==> src/rtl/mips_next_address_logic.sv <==
// Program counter and next-address unit for a single-cycle MIPS datapath.
//
// Holds the 32-bit PC and updates it on every rising clock edge. The next PC
// is PC+4, a taken conditional branch target, or a pseudo-direct jump target.
//
// Ports:
//   clk          in   1   system clock, rising-edge active
//   rst          in   1   synchronous active-high reset, PC <- 0x00000000
//   instruction  in  32   fetched word; [15:0] branch imm, [25:0] jump index
//   branch       in   1   current instruction is a conditional branch
//   zero         in   1   ALU zero flag; branch taken only with branch = 1
//   jump         in   1   current instruction is a jump; overrides branch
//   addr         out 32   current PC, straight from the PC register
module mips_next_address_logic (
   input  logic        clk,
   input  logic        rst,
   input  logic [31:0] instruction,
   input  logic        branch,
   input  logic        zero,
   input  logic        jump,
   output logic [31:0] addr
);

   logic [31:0] pc_q;
   logic [31:0] pc_d;
   logic [31:0] pc_plus4;
   logic [31:0] br_off;
   logic [31:0] br_tgt;
   logic [31:0] j_tgt;
   logic [31:0] br_mux;
   logic        br_taken;

   // Opcode bits are decoded elsewhere; they do not affect the next address.
   logic        unused_opcode;
   assign unused_opcode = ^instruction[31:26];

   always_comb begin
      pc_plus4 = pc_q + 32'd4;

      // Sign-extend the 16-bit immediate and scale words to bytes.
      br_off   = {{14{instruction[15]}}, instruction[15:0], 2'b00};
      br_tgt   = pc_plus4 + br_off;

      // Pseudo-direct: keep the 256 MB region of the following instruction.
      j_tgt    = {pc_plus4[31:28], instruction[25:0], 2'b00};

      br_taken = branch & zero;
      br_mux   = br_taken ? br_tgt : pc_plus4;

      // Jump mux sits after the branch mux so branch/zero are don't-care
      // whenever jump is asserted.
      pc_d     = jump ? j_tgt : br_mux;
   end

   always_ff @(posedge clk) begin
      if (rst) begin
         pc_q <= 32'h0000_0000;
      end else begin
         pc_q <= pc_d;
      end
   end

   assign addr = pc_q;

endmodule

==> config.mk <==
export PLATFORM = sky130hd
export DESIGN_NAME = mips_next_address_logic
export DESIGN_NICKNAME = d
export VERILOG_FILES = /design/src/rtl/mips_next_address_logic.sv
export SDC_FILE = /design/constraint.sdc
export NUM_CORES = 1
export LEC_CHECK = 0
export ABC_AREA = 1
export BUFFER_PORTS_ARGS = -buffer_cell sky130_fd_sc_hd__buf_2
export CAP_MARGIN = 10
export CORE_UTILIZATION = 38
export CTS_BUF_LIST = sky130_fd_sc_hd__clkbuf_4
export DETAILED_ROUTE_END_ITERATION = 10
export MAX_ROUTING_LAYER = met4
export PLACE_DENSITY = 0.62
export SLEW_MARGIN = 20
export SYNTH_ARGS = -nofsm -noshare
export SYNTH_HDL_FRONTEND = slang
export SYNTH_SLANG_ARGS = --single-unit
export TNS_END_PERCENT = 100
==> constraint.sdc <==
create_clock -name clk -period 2.6 [get_ports clk]
set_input_delay 0.13 -clock clk [delete_from_list [all_inputs] [get_ports clk]]
set_output_delay 0.13 -clock clk [all_outputs]
set_load 0.02 [all_outputs]
==> summary.txt <==
========================================================================================================
Hold_ws ...................................................................................    0.0449 ns
Number of flip-flops under the largest register name ......................................           30
Die Width .................................................................................       112 um
Non-Filler Instances ......................................................................         1207
Antenna violations before repair ..........................................................            0
Critical path startpoint category .........................................................    flip-flop
Mean post-synth cell area .................................................................    5.39 um^2
RSZ-0062 raised after global routing ......................................................         true
Sequential standard cell area .............................................................     652 um^2
Count of unique library cells instantiated by Yosys .......................................           40
# DRC .....................................................................................            5
Number of synthesized flops with an enable pin ............................................            0
Class of the most critical hold timing path ............................................... input port to flip-flop
Worst setup slack before clock tree synthesis .............................................    -0.304 ns
Required time at the worst-slack endpoint .................................................      2.88 ns
Combinational family with the most area after synthesis ................................... simple AND/OR/NAND/NOR gates
Worst path max stage delay ................................................................      0.40 ns
Standard cell core area ...................................................................   11600 um^2
TritonCTS Buffers .........................................................................            5
Largest buffer count on any clock path ....................................................            2
Critical R2R Capture ...................................................................... addr[30]$_SDFF_PP0_
Critical-path top delay cell ..............................................................      dfxtp_4
Peak VDD IR ...............................................................................   0.000190 V
Input/output buffers ......................................................................           60
Std cell rows .............................................................................           39
Synth area leader .........................................................................      nand2_1
Total count of hold-check failures in the final report ....................................            0
Top Ports .................................................................................           69
Data arrival at the endpoint of the critical path .........................................      2.94 ns
Synthesized-area fraction occupied by ao, oa, aoi and oai cells ...........................        12.1%
Total non-filler cell area in the finished layout .........................................    7920 um^2
Clock insertion delay at the later pin of the skew report .................................      0.35 ns
Timing-limited maximum frequency ..........................................................    0.375 GHz
Layout cell share with drive strength beyond 1 ............................................        51.1%
Synth warnings ............................................................................            0
Antenna Diode Count .......................................................................            0
Root cell of the clock tree ...............................................................     clkbuf_4
Adder-cell share of the synthesized area ..................................................        10.6%
Total GRT Usage ...........................................................................        28.5%
Post-DRT Antenna Nets .....................................................................            0
FFs w/ async S/R, synth ...................................................................           0%
Final Setup Violations ....................................................................            6
Flop and latch count out of synthesis .....................................................           30
Multi-input gate area in the final layout .................................................    4810 um^2
Routed len/inst ...........................................................................      15.6 um
Y dimension of the die ....................................................................       112 um
Bufs and invs on worst path ...............................................................            1
Share of the clock period used by the worst path ..........................................         102%
Run status ................................................................................ finished, violations left
Clock Sinks ...............................................................................           30
Dominant delay contributor by cell family on the critical path ............................ simple AND/OR/NAND/NOR gates
Cell with the most instances after synthesis ..............................................      nand2_1
Via density per instance ..................................................................         5.12
Share of the yosys chip area belonging to registers .......................................        13.1%
Max Clock Skew ............................................................................    0.0137 ns
H-tree levels .............................................................................            2
Growth of design area from synthesis to finish ............................................        73.1%
Relative slew slack .......................................................................        37.7%
Gate count after technology mapping .......................................................          848
Violations in the final reports ........................................................... DRC, setup timing
Routed wire length ........................................................................      18.8 mm
Filler Cell Count .........................................................................          913
Series of cell instances along the critical path .......................................... nand2_4, nor2_4, nand2_4, buf_6, nor2_8, nand2_4, xnor2_4, ha_4, nand2_2, nand2_2, a21oi_2, nand2_2, a21oi_2, nand2_1, nand2_1, nand3_2, a21oi_2
Min-delay src ............................................................................. instruction[22]
Count of max-cap constraint violations ....................................................            0
Detail Placement HPWL .....................................................................      13.3 mm
Crit path max fanout ......................................................................            4
Post-CTS clock slew at the launch and capture registers of the worst setup and hold paths .      0.10 ns
Die outline area ..........................................................................   12500 um^2
Register-to-Register Setup Slack ..........................................................     -0.06 ns
Most area-consuming cells after synthesis ................................................. nand2_1, dfxtp_1, inv_1
Xor-xnor portion of the synthesized cell area .............................................        4.10%
Hold depth ................................................................................            3
Effective utilization at floorplan ........................................................        39.5%
Mapped cell area ..........................................................................    4570 um^2
Startpoint of the worst-slack reg-to-reg timing path ...................................... addr[3]$_SDFF_PP0_
P_leak ....................................................................................      4.05 nW
Final worst setup slack ...................................................................   -0.0639 ns
R2R cell count ............................................................................           17
Worst Setup End Kind ......................................................................    flip-flop
Final Max Slew Viols ......................................................................            0
Endpoint, Worst Hold ...................................................................... addr[24]$_SDFF_PP0_
Clock tree from TritonCTS .................................................................         done
Post-synth top area share .................................................................        24.0%
Largest net degree at the start of global routing .........................................           47
First-pass GRT wire length ................................................................      27.3 mm
Worst setup path category ................................................................. flip-flop to flip-flop
Total number of vias ......................................................................         6174
Pwr per Cell Area .........................................................................  329 nW/um^2
Final critical path time including I/O delays and setup ...................................      2.66 ns
Vias in the first global route ............................................................         5494
Predominant post-synthesis flop cell ......................................................      dfxtp_1
Placement Cell Area .......................................................................    5940 um^2
Violation count after the first detailed-route iteration ..................................          491
Gr ovfl total .............................................................................            0
Slew at the pin closest to its max-slew limit .............................................     0.934 ns
RePlAce Congestion ........................................................................        0.950
Dpl cells .................................................................................         1164
First-pass iteration count of the detailed router .........................................            8
Multiplexer share of the synthesized area .................................................           0%
Final layout net count ....................................................................         1138
Synth Area in Simple Gates ................................................................        45.7%
Post-synth top cells ...................................................................... nand2_1, inv_1, nand3_1
========================================================================================================
placed cells by master (no fill, tap or decap), drive strengths merged, types with 2 or more instances in the layout:
cell type | Yosys | layout
clkbuf | 9 | 6
o21bai | 3 | 3
xnor2 | 8 | 8
or2 | 7 | 7
conb | 1 | 2
o211ai | 3 | 3
nand3 | 71 | 71
ha | 37 | 37
nor3 | 9 | 9
a21oi | 48 | 48
o21ai | 47 | 47
nand2 | 304 | 304
xor2 | 10 | 10
nor2 | 80 | 80
inv | 156 | 156
nand4 | 6 | 6
dfxtp | 30 | 30
and3 | 2 | 2
buf | 5 | 220
a31oi | 2 | 2
clkinv | 1 | 2
and2 | 3 | 3
nand3b | 4 | 4
what timing repair did:
item,in CTS,in global routing
pin swaps,57,118
hold endpoints to repair,1,0
endpoints found under the setup margin,21,24
gates resized for setup,142,243
hold buffers,1,0
buffers inserted,19,17
gates cloned,0,0
worst max path at each step:
stage | startpoint | cells after the start | end
after floorplan | addr[3]$_SDFF_PP0_ | 20 | addr[31]$_SDFF_PP0_
after global placement | addr[5]$_SDFF_PP0_ | 17 | addr[25]$_SDFF_PP0_
after detailed placement | addr[5]$_SDFF_PP0_ | 17 | addr[25]$_SDFF_PP0_
after CTS | addr[5]$_SDFF_PP0_ | 20 | addr[30]$_SDFF_PP0_
after global routing | addr[12]$_SDFF_PP0_ | 20 | addr[29]$_SDFF_PP0_
final | addr[3]$_SDFF_PP0_ | 17 | addr[30]$_SDFF_PP0_
area by class of cell:
class	count	share of cell area (%)
Timing Repair Buffer	221	20.2
Tap cell	143	2.26
Multi-Input combinational cell	648	60.7
Sequential cell	30	8.23
Clock inverter	2	0.427
Inverter	157	7.60
Clock buffer	6	0.569
cells by family (layout without fill, tap and decap cells):
kind of cell	Yosys count	count (layout)
AOI/OAI and AO/OA	104	104
xor gates and xnor gates	18	18
adders and majority gates	38	38
buffers and inverters	171	386
DFF	30	30
other	1	2
and+or+nand+nor	486	486
report_power, final:
group          internal [mW]  leakage, nW  switching [mW]  total (mW)
Combinational          0.727         3.75           0.930        1.66
Clock                  0.210       0.0433           0.182       0.392
Sequential             0.501        0.258          0.0509       0.551
Total                   1.44         4.05            1.16        2.60
routing by layer:
metal	vias to the layer above	wire length, um	part of all wire (%)	global-route usage, %
met4	0	428	2.3	6.67
met5	-	0	0	-
met2	209	9250	49	47.0
met3	43	909	4.8	1.52
li1	3062	-	-	-
met1	2860	8250	44	38.3
worst reg2reg max path: cells and delay by family, from the launching register on:
family,cells,cell delay (ns)
flops,1,0.40
fa+ha+maj,1,0.27
simple gates,11,0.99
buf+inv,1,0.12
compound gates,3,0.55
xor+xnor,1,0.28
stage by stage:
stage	utilization (%)	setup TNS (ns)	power, mW
final	68.5	-0.223	2.60
after global routing	68.5	-2.33	2.75
after CTS	59.1	-0.00207	2.23
after detailed placement	51.3	-3.62	1.66
after global placement	51.3	-3.62	1.66
after floorplan	-	0	1.20
(Power assumes the default switching activity.)
